`src/rtl/input_pkg.sv`:
```
// Shared types and port-map constants for the button input path.
package input_pkg;

  typedef enum logic [1:0] {
    STABLE_LOW,
    PEND_HIGH,
    STABLE_HIGH,
    PEND_LOW
  } deb_state_t;

  localparam logic [3:0] PORT_BUTTONS  = 4'd0;
  localparam logic [3:0] PORT_PRESSCNT = 4'd1;

  localparam int LVL_LSB     = 0;
  localparam int EVT_LSB     = 8;
  localparam int ANY_EVT_BIT = 15;
  localparam int CNT_LSB     = 0;
  localparam int CNT_W       = 8;

  // Number of simultaneous pulses; at most 7 buttons exist.
  function automatic logic [3:0] pulse_count(input logic [7:0] v);
    logic [3:0] n;
    n = '0;
    for (int i = 0; i < 8; i++) begin
      n = n + {3'b000, v[i]};
    end
    return n;
  endfunction

endpackage

```
`src/rtl/button_debouncer.sv`:
```
// One button: 2-flop synchroniser followed by a counting debounce FSM.
// lvl is registered; press_pulse flags the cycle whose edge enters STABLE_HIGH.
module button_debouncer
  import input_pkg::*;
#(
  parameter int DEBOUNCE_CYCLES = 50000
) (
  input  logic clk,
  input  logic reset,
  input  logic btn_raw,
  output logic lvl,
  output logic press_pulse
);

  localparam int CW = $clog2(DEBOUNCE_CYCLES + 1);
  localparam logic [CW-1:0] CNT_LAST = CW'(DEBOUNCE_CYCLES - 1);

  logic [1:0]    sync_q, sync_d;
  deb_state_t    state_q, state_d;
  logic [CW-1:0] cnt_q, cnt_d;
  logic          lvl_q, lvl_d;
  logic          synced;

  assign synced = sync_q[1];

  // The sample that leaves a stable state already counts as the first of the run.
  always_comb begin
    sync_d      = {sync_q[0], btn_raw};
    state_d     = state_q;
    cnt_d       = cnt_q;
    press_pulse = 1'b0;
    case (state_q)
      STABLE_LOW: begin
        if (synced) begin
          state_d = PEND_HIGH;
          cnt_d   = CW'(1);
        end
      end
      PEND_HIGH: begin
        if (!synced) begin
          state_d = STABLE_LOW;
          cnt_d   = '0;
        end else if (cnt_q == CNT_LAST) begin
          state_d     = STABLE_HIGH;
          cnt_d       = '0;
          press_pulse = 1'b1;
        end else begin
          cnt_d = cnt_q + CW'(1);
        end
      end
      STABLE_HIGH: begin
        if (!synced) begin
          state_d = PEND_LOW;
          cnt_d   = CW'(1);
        end
      end
      PEND_LOW: begin
        if (synced) begin
          state_d = STABLE_HIGH;
          cnt_d   = '0;
        end else if (cnt_q == CNT_LAST) begin
          state_d = STABLE_LOW;
          cnt_d   = '0;
        end else begin
          cnt_d = cnt_q + CW'(1);
        end
      end
      default: begin
        state_d = STABLE_LOW;
        cnt_d   = '0;
      end
    endcase
    lvl_d = (state_d == STABLE_HIGH) || (state_d == PEND_LOW);
  end

  always_ff @(posedge clk) begin
    if (reset) begin
      sync_q  <= '0;
      state_q <= STABLE_LOW;
      cnt_q   <= '0;
      lvl_q   <= 1'b0;
    end else begin
      sync_q  <= sync_d;
      state_q <= state_d;
      cnt_q   <= cnt_d;
      lvl_q   <= lvl_d;
    end
  end

  assign lvl = lvl_q;

endmodule

```
`src/rtl/input_port_ctrl.sv`:
```
// Button input port: per-button debouncers, sticky press events, press counter, CPU read mux.
// Optional auto-repeat while a button is held: define INPUT_AUTOREPEAT_EN.
module input_port_ctrl
  import input_pkg::*;
#(
  parameter int N_BUTTONS       = 3,
  parameter int DEBOUNCE_CYCLES = 50000,
  parameter int REPEAT_DELAY    = 25000000,
  parameter int REPEAT_PERIOD   = 5000000
) (
  input  logic                 clk,
  input  logic                 reset,
  input  logic [N_BUTTONS-1:0] buttons,
  input  logic                 rd_en,
  input  logic [3:0]           rd_port,
  output logic [15:0]          in_data
);

  logic [N_BUTTONS-1:0] lvl;
  logic [N_BUTTONS-1:0] press_pulse;
  logic [N_BUTTONS-1:0] rep_pulse;
  logic [N_BUTTONS-1:0] pulse;
  logic [N_BUTTONS-1:0] evt_q, evt_d;
  logic [CNT_W-1:0]     press_cnt_q, press_cnt_d;
  logic                 clear_evt;

  for (genvar i = 0; i < N_BUTTONS; i++) begin : g_btn
    button_debouncer #(
      .DEBOUNCE_CYCLES(DEBOUNCE_CYCLES)
    ) u_deb (
      .clk        (clk),
      .reset      (reset),
      .btn_raw    (buttons[i]),
      .lvl        (lvl[i]),
      .press_pulse(press_pulse[i])
    );
  end

  if (REPEAT_DELAY < 1 || REPEAT_PERIOD < 1) begin : g_repeat_cfg_invalid
  end

`ifdef INPUT_AUTOREPEAT_EN
  localparam int TMAX = (REPEAT_DELAY > REPEAT_PERIOD) ? REPEAT_DELAY : REPEAT_PERIOD;
  localparam int TW   = $clog2(TMAX + 1);
  localparam logic [TW-1:0] DELAY_LAST  = TW'(REPEAT_DELAY - 1);
  localparam logic [TW-1:0] PERIOD_LAST = TW'(REPEAT_PERIOD - 1);

  logic [TW-1:0]        timer_q [N_BUTTONS];
  logic [TW-1:0]        timer_d [N_BUTTONS];
  logic [N_BUTTONS-1:0] periodic_q, periodic_d;

  // Timer counts cycles since the last press/repeat; periodic_q selects delay vs period.
  always_comb begin
    rep_pulse  = '0;
    periodic_d = periodic_q;
    for (int i = 0; i < N_BUTTONS; i++) begin
      timer_d[i] = timer_q[i];
      if (press_pulse[i] || !lvl[i]) begin
        timer_d[i]    = '0;
        periodic_d[i] = 1'b0;
      end else if (timer_q[i] == (periodic_q[i] ? PERIOD_LAST : DELAY_LAST)) begin
        rep_pulse[i]  = 1'b1;
        timer_d[i]    = '0;
        periodic_d[i] = 1'b1;
      end else begin
        timer_d[i] = timer_q[i] + TW'(1);
      end
    end
  end

  always_ff @(posedge clk) begin
    if (reset) begin
      periodic_q <= '0;
      for (int i = 0; i < N_BUTTONS; i++) begin
        timer_q[i] <= '0;
      end
    end else begin
      periodic_q <= periodic_d;
      for (int i = 0; i < N_BUTTONS; i++) begin
        timer_q[i] <= timer_d[i];
      end
    end
  end
`else
  assign rep_pulse = '0;
`endif

  assign pulse     = press_pulse | rep_pulse;
  assign clear_evt = rd_en && (rd_port == PORT_BUTTONS);

  // A fresh pulse overrides a same-cycle read-clear for that button only.
  always_comb begin
    evt_d       = (clear_evt ? '0 : evt_q) | pulse;
    press_cnt_d = press_cnt_q + {4'b0000, pulse_count(8'(pulse))};
  end

  always_ff @(posedge clk) begin
    if (reset) begin
      evt_q       <= '0;
      press_cnt_q <= '0;
    end else begin
      evt_q       <= evt_d;
      press_cnt_q <= press_cnt_d;
    end
  end

  always_comb begin
    in_data = '0;
    case (rd_port)
      PORT_BUTTONS: begin
        in_data[LVL_LSB +: N_BUTTONS] = lvl;
        in_data[EVT_LSB +: N_BUTTONS] = evt_q;
        in_data[ANY_EVT_BIT]          = |evt_q;
      end
      PORT_PRESSCNT: begin
        in_data[CNT_LSB +: CNT_W] = press_cnt_q;
      end
      default: begin
        in_data = '0;
      end
    endcase
  end

endmodule
```
`config.mk`:
```
export PLATFORM = sky130hd
export DESIGN_NAME = input_port_ctrl
export DESIGN_NICKNAME = d
export VERILOG_FILES = /design/src/rtl/input_pkg.sv /design/src/rtl/button_debouncer.sv /design/src/rtl/input_port_ctrl.sv
export SDC_FILE = /design/constraint.sdc
export NUM_CORES = 1
export LEC_CHECK = 0
export ABC_AREA = 1
export ABC_CLOCK_PERIOD_IN_PS = 3200
export BUFFER_PORTS_ARGS = -buffer_cell sky130_fd_sc_hd__buf_2
export CELL_PAD_IN_SITES_DETAIL_PLACEMENT = 0
export CELL_PAD_IN_SITES_GLOBAL_PLACEMENT = 1
export CORE_AREA = 5 5 122 124
export DETAILED_ROUTE_END_ITERATION = 8
export DIE_AREA = 0 0 127 129
export PLACE_DENSITY = 0.68
export SYNTH_ARGS = -nofsm -noshare
export SYNTH_HDL_FRONTEND = slang
export SYNTH_SLANG_ARGS = --single-unit
```
`constraint.sdc`:
```
create_clock -name clk -period 3.2 [get_ports clk]
set_clock_uncertainty 0.15 [all_clocks]
set_input_delay 0.48 -clock clk [delete_from_list [all_inputs] [get_ports clk]]
set_output_delay 0.48 -clock clk [all_outputs]
set_load 0.03 [all_outputs]
```
## After elaboration in Yosys (flattened, before gate mapping)

Cells that the tools add are included.

- Register bits: 74
- Bits of input ports: 10
- Output and inout port bits: 16
- Memories: 0
- RAM bits: 0
- Bits in read-only memories: 0
- Latch bits: 0
- Logic and storage cells: 111

- Eq/ne operators: 25
- Muxes and demuxes: 53
- Order comparisons: 0
- Add/subtract/negate cells: 6
- Shift operators: 0
- Bitwise operators: 1
- Div/mod/pow operators: 0
- Multiply operators: 0
- Reduce and logical (&&, ||, !) cells: 12

Operator list:

| cell | count |
|---|---|
| 2-to-1 mux 16 bit | 15 |
| one-hot mux 16 bit (4 select lines) | 3 |
| adder 16 x 1 -> 16 bit (second input constant) | 3 |
| equality test 16 bit (second input constant) | 3 |
| 2-to-1 mux 2 bit | 18 |
| equality test 2 bit (second input constant) | 12 |
| one-hot mux 2 bit (4 select lines) | 3 |
| 2-to-1 mux 1 bit | 10 |
| adder 8 x 3 -> 8 bit | 1 |
| equality test 2 x 1 -> 1 bit (second input constant) | 3 |
| zero test 2 bit | 3 |
| 2-to-1 mux 3 bit | 2 |
| != test 2 x 1 -> 1 bit (second input constant) | 3 |
| != test 2 bit (second input constant) | 3 |
| one-hot mux 3 bit (2 select lines) | 1 |
| AND reduction 2 bit | 3 |
| 2-to-1 mux 5 bit | 1 |
| equality test 4 x 1 -> 1 bit (second input constant) | 1 |
| zero test 4 bit | 1 |
| adder 2 x 1 -> 3 bit | 1 |
| logical OR 1 bit | 3 |
| OR 3 bit | 1 |
| OR reduction 3 bit | 1 |
| adder 1 x 1 -> 2 bit | 1 |
| logical AND 1 bit | 1 |

## Logic depth before layout (Yosys ltp)

- Depth in word-level cells: 7
- Depth in mapped cells: 18
- Depth with buffers taken out: 18

## By module

Synthesis repeated with hierarchy kept, for this count alone.

- Cell total of the unflattened synthesis: 555
- Area, all modules: 3,878.7 um^2

Modules (own cells, without submodules):

| module | instances | area each (um^2) | cells each | sequential area each (um^2) |
|---|---|---|---|---|
| button_debouncer | 3 | 1,059.8 | 151 | 420.4 |
| input_port_ctrl | 1 | 699.4 | 102 | 220.2 |

## Least setup slack after synthesis

Ideal clock, no wire load.

- Path kind: register -> register
- From: register g_btn[0].u_deb.cnt_q[0]
- To: register press_cnt_q[6]
- Required time: 2.980 ns
- Library setup time: 0.070 ns
- Clock period less this slack: 2.779 ns
- Arrival: 2.559 ns
- Cell stages (with the launch flop): 18
- Buffers on the path: 0
- Setup slack: 0.421 ns
- Path through: dfxtp_1 -> ha_1 -> nand2_1 -> inv_1 -> nand2_1 -> nor2_1 -> nand2_1 -> nor3_1 -> nand2_1 -> fa_1 -> inv_1 -> ha_1 -> fa_1 -> nand2_1 -> inv_1 -> nand3_1 -> o21ai_0 -> a21oi_1

- Word-level cells in the longest chain between the ends: 7

Ends and longest elaborated chain:

| what | line | source |
|---|---|---|
| start: declaration | button_debouncer.sv:20 | `logic [CW-1:0] cnt_q, cnt_d;` |
| start signal: assignment | button_debouncer.sv:85 | `cnt_q <= cnt_d;` |
| equality test 16 bit | button_debouncer.sv:43 | `end else if (cnt_q == CNT_LAST) begin` |
| 2-to-1 mux 1 bit | button_debouncer.sv:43 |  |
| 2-to-1 mux 1 bit | button_debouncer.sv:40 | `if (!synced) begin` |
| 2-to-1 mux 1 bit | button_debouncer.sv:32 | `case (state_q)` |
| adder 1 x 1 -> 2 bit | input_pkg.sv:25 | `n = n + {3'b000, v[i]};` |
| adder 2 x 1 -> 3 bit | input_pkg.sv:25 |  |
| adder 8 x 3 -> 8 bit | input_port_ctrl.sv:94 | `press_cnt_d = press_cnt_q + {4'b0000, pulse_count(8'(pulse))};` |
| end signal: assignment | input_port_ctrl.sv:103 | `press_cnt_q <= press_cnt_d;` |
| end: declaration | input_port_ctrl.sv:24 | `logic [CNT_W-1:0] press_cnt_q, press_cnt_d;` |

No other way between the ends.
A chain may end at the register's enable or synchronous reset.

## Worst setup path in the final report

- From: register g_btn[0].u_deb.cnt_q[1]
- To: register press_cnt_q[6]

The elaborated chain is that of the path after synthesis.

==> out/metrics.cfg <==
[run_status]
status=complete, no violations

[placement]
hpwl_um=6504
post-place-ws_ns=0.1438
io_buffers=21
gp_congestion=0.8524

[setup_path]
cp-end-kind=flop
crit_path_max_fanout=4
required_ns=3.31
reg2regPathDepth=17
timing.rr.start=g_btn[0].u_deb.cnt_q[1]
cp_data_arrival_time_ns=2.99
rr_endpoint=press_cnt_q[6]
regToRegSetupSlack_ns=0.32
criticalPathCategory=flop to flop
startpoint_type=flop

[worst_hold_path]
hp-class=primary input to flop
holdPathEnd=g_btn[1].u_deb.sync_q[0]
min_path_cells=3
holdCritStartpoint=buttons[1]

[sta]
worst_slew_pin_slew_ns=0.8101
maxSlewViolCount=0
fin_crit_sh=0.8999
fin_tns_setup_ns=0
relSlewSlack=0.4593
fin_crit_ns=2.880
worst_slack_ns=0.3203
grt_setup_unrepaired=false
max_freq_mhz=347.3
setup_viol=0
hold_violations=0

[grt]
antenna_found_initial=0
grt_max_degree=24
first_global_vias=3331
grt_pass1_wl_um=15060
grt_util_all_layers=0.1125
grt_overflow=0

[detailed_routing]
vias=3524
drt_iter0_drc=197
wire_per_inst_um=10.84
drt-total-wl_um=8766
dr.pass1.iters=4
avgViaCountPerCell=4.356
ant_nets=0
drc=0

[logic_synthesis]
syn-cell-area_mm2=0.004019
ys_types=33
synth_warnings=0
synth_cells=599
ys_ff_latch=74
ys_seq_area_frac=0.3686
syn_avg_cell_area_um2=6.709

[layout]
nets=641
fillers=1491
final_layout_size_suffix_gt1_frac=0.1320
n_antenna_cell=0
syn_to_final_growth_pct=14.41
final_util=0.3365

[die]
die_x_um=127
io_pins=26
coreArea_mm2=0.01367
dieArea_mm2=0.01638
rows=43
start_util=0.2941
chipHeight_um=129

[clocking]
cts_tree=yes
postCtsHoldBufs=0
cts_root_buffer=clkbuf_16
clk_pin_slew_worst_paths_ns=0.06
postCtsSetupRepairBufs=0
clkLatencyLatePin_ns=0.33
cts_sinks=74
cts_resized=0
numCtsBuffers=9
cts.path.max_buffers=2
ctsHtreeMaxLevel=3

[pwr]
p_clk_frac=0.494
p_sw_mw=0.4383
pwr_density_cell_mw_per_mm2=431.2
intPower_mw=1.544
seqPwrFrac=0.470
combPwrFrac=0.036
leakage_nw=1.879
p_sw_frac=0.2211
vdd_drop_max_mv=0.2322

[job]
drv_cap=0

-- cell type report --
cell class / instances / area [um2] / share of cell area
clock buffers: 11 / 232.7 / 0.05061
well taps: 180 / 225.2 / 0.04898
repair buffers: 25 / 135.1 / 0.02939
multi-input cells: 425 / 2126 / 0.4623
inverters: 89 / 334.1 / 0.07265
clock inverters: 5 / 55.05 / 0.01197
flip-flops and latches: 74 / 1490 / 0.3241
-- cells in the mapped netlist --
library cell | n | area share
nor3_2 | 1 | 0.0025
nor2_4 | 2 | 0.0056
o21ai_0 | 10 | 0.012
o21bai_1 | 4 | 0.0075
nand2_1 | 146 | 0.14
nand2_2 | 6 | 0.0093
nand3_1 | 50 | 0.062
xnor2_1 | 1 | 0.0022
a31oi_1 | 1 | 0.0016
a21oi_1 | 15 | 0.019
buf_4 | 6 | 0.011
buf_6 | 3 | 0.0084
nor2_1 | 97 | 0.091
o21a_1 | 1 | 0.0019
inv_2 | 3 | 0.0028
nand3_2 | 3 | 0.0075
nor3_1 | 8 | 0.010
dfxtp_1 | 74 | 0.37
and2_1 | 1 | 0.0016
buf_12 | 1 | 0.0050
clkbuf_1 | 4 | 0.0037
or2_2 | 1 | 0.0016
a211oi_1 | 1 | 0.0019
nand3b_1 | 2 | 0.0037
and3_1 | 1 | 0.0016
inv_1 | 86 | 0.080
nand2_4 | 1 | 0.0028
ha_1 | 5 | 0.016
fa_1 | 2 | 0.010
xor2_1 | 25 | 0.054
nor2_2 | 19 | 0.030
conb_1 | 1 | 0.00093
nand4_1 | 18 | 0.028
-- through the flow --
stage	power [mW]	cell area, um2	cells	hold slack, ns
floorplan	1.018	4030	602	0.2383
global placement	1.024	4277	793	0.2475
detailed placement	1.024	4277	793	0.2503
CTS	2.018	4564	809	0.1982
global route	2.071	4598	809	0.2237
finish	1.983	4598	809	0.2101
-- registers in the layout (all words and copies together) (netlist names) --
signal / flops
g_btn.u_deb.cnt_q: 48
press_cnt_q: 8
g_btn.u_deb.state_q: 6
g_btn.u_deb.sync_q: 6
evt_q: 3
g_btn.u_deb.lvl: 3
-- worst max path at each step --
stage / from / end / slack (ns) / depth (start not counted)
6_report: g_btn[0].u_deb.cnt_q[1] / press_cnt_q[6] / 0.32 / 17
2_1_floorplan: g_btn[0].u_deb.cnt_q[0] / press_cnt_q[6] / 0.42 / 17
5_1_grt: g_btn[0].u_deb.cnt_q[1] / press_cnt_q[7] / 0.01 / 18
4_1_cts: g_btn[0].u_deb.cnt_q[0] / press_cnt_q[6] / 0.12 / 17
3_3_place_gp: g_btn[0].u_deb.cnt_q[0] / press_cnt_q[6] / 0.22 / 17
3_5_place_dp: g_btn[0].u_deb.cnt_q[0] / press_cnt_q[6] / 0.14 / 17
-- power by group through the flow --
| stage | Clock, mW | Combinational (mW) | Sequential (mW) |
|---|---|---|---|
| floorplan | 0 | 0.0662 | 0.952 |
| global placement | 0 | 0.0711 | 0.953 |
| detailed placement | 0 | 0.0711 | 0.953 |
| CTS | 1.01 | 0.0713 | 0.932 |
| global route | 1.06 | 0.0797 | 0.932 |
| finish | 0.980 | 0.0705 | 0.932 |
-- kinds of logic (layout without fill, tap and decap cells) --
kind of cell,count (synthesis),after routing,share of synthesized area
compound gates,32,32,0.04390
xor+xnor,26,26,0.05666
fa+ha+maj,7,7,0.02553
buf+inv,103,130,0.1115
flops,74,74,0.3686
other cells,1,4,0.0009331
simple gates,356,356,0.3929
-- placed cells by master, fill, tap and decap left out, types with 6 or more instances in the layout --
cell / instances
nand2_1: 146
nor2_1: 97
inv_1: 85
dfxtp_1: 71
nand3_1: 49
xor2_1: 25
buf_2: 21
nor2_2: 19
nand4_1: 18
a21oi_1: 15
o21ai_0: 10
clkbuf_16: 9
nor3_1: 7
nand2_2: 6
-- layer usage --
metal / vias to the layer above / track usage / routed length, um
met5: - / 0 / 0
met4: 0 / 0.04732 / 140
met3: 12 / 0.02491 / 286
met2: 45 / 0.1784 / 3799
met1: 1573 / 0.1484 / 4540
li1: 1894 / - / -
-- worst max-delay path, cell delays in order, from the launching register on --
cell and delay (ns):
dfxtp_4 0.36, ha_4 0.14, nand2_1 0.05, inv_1 0.07, nand2_1 0.04, nor2_1 0.08
nand2_1 0.08, nor3_2 0.21, nand2_1 0.10, fa_1 0.51, inv_1 0.04, ha_1 0.22
fa_2 0.35, nand2_1 0.08, inv_2 0.05, nand3_2 0.06, o21ai_0 0.07, a21oi_1 0.14
(Power assumes the default switching activity.)
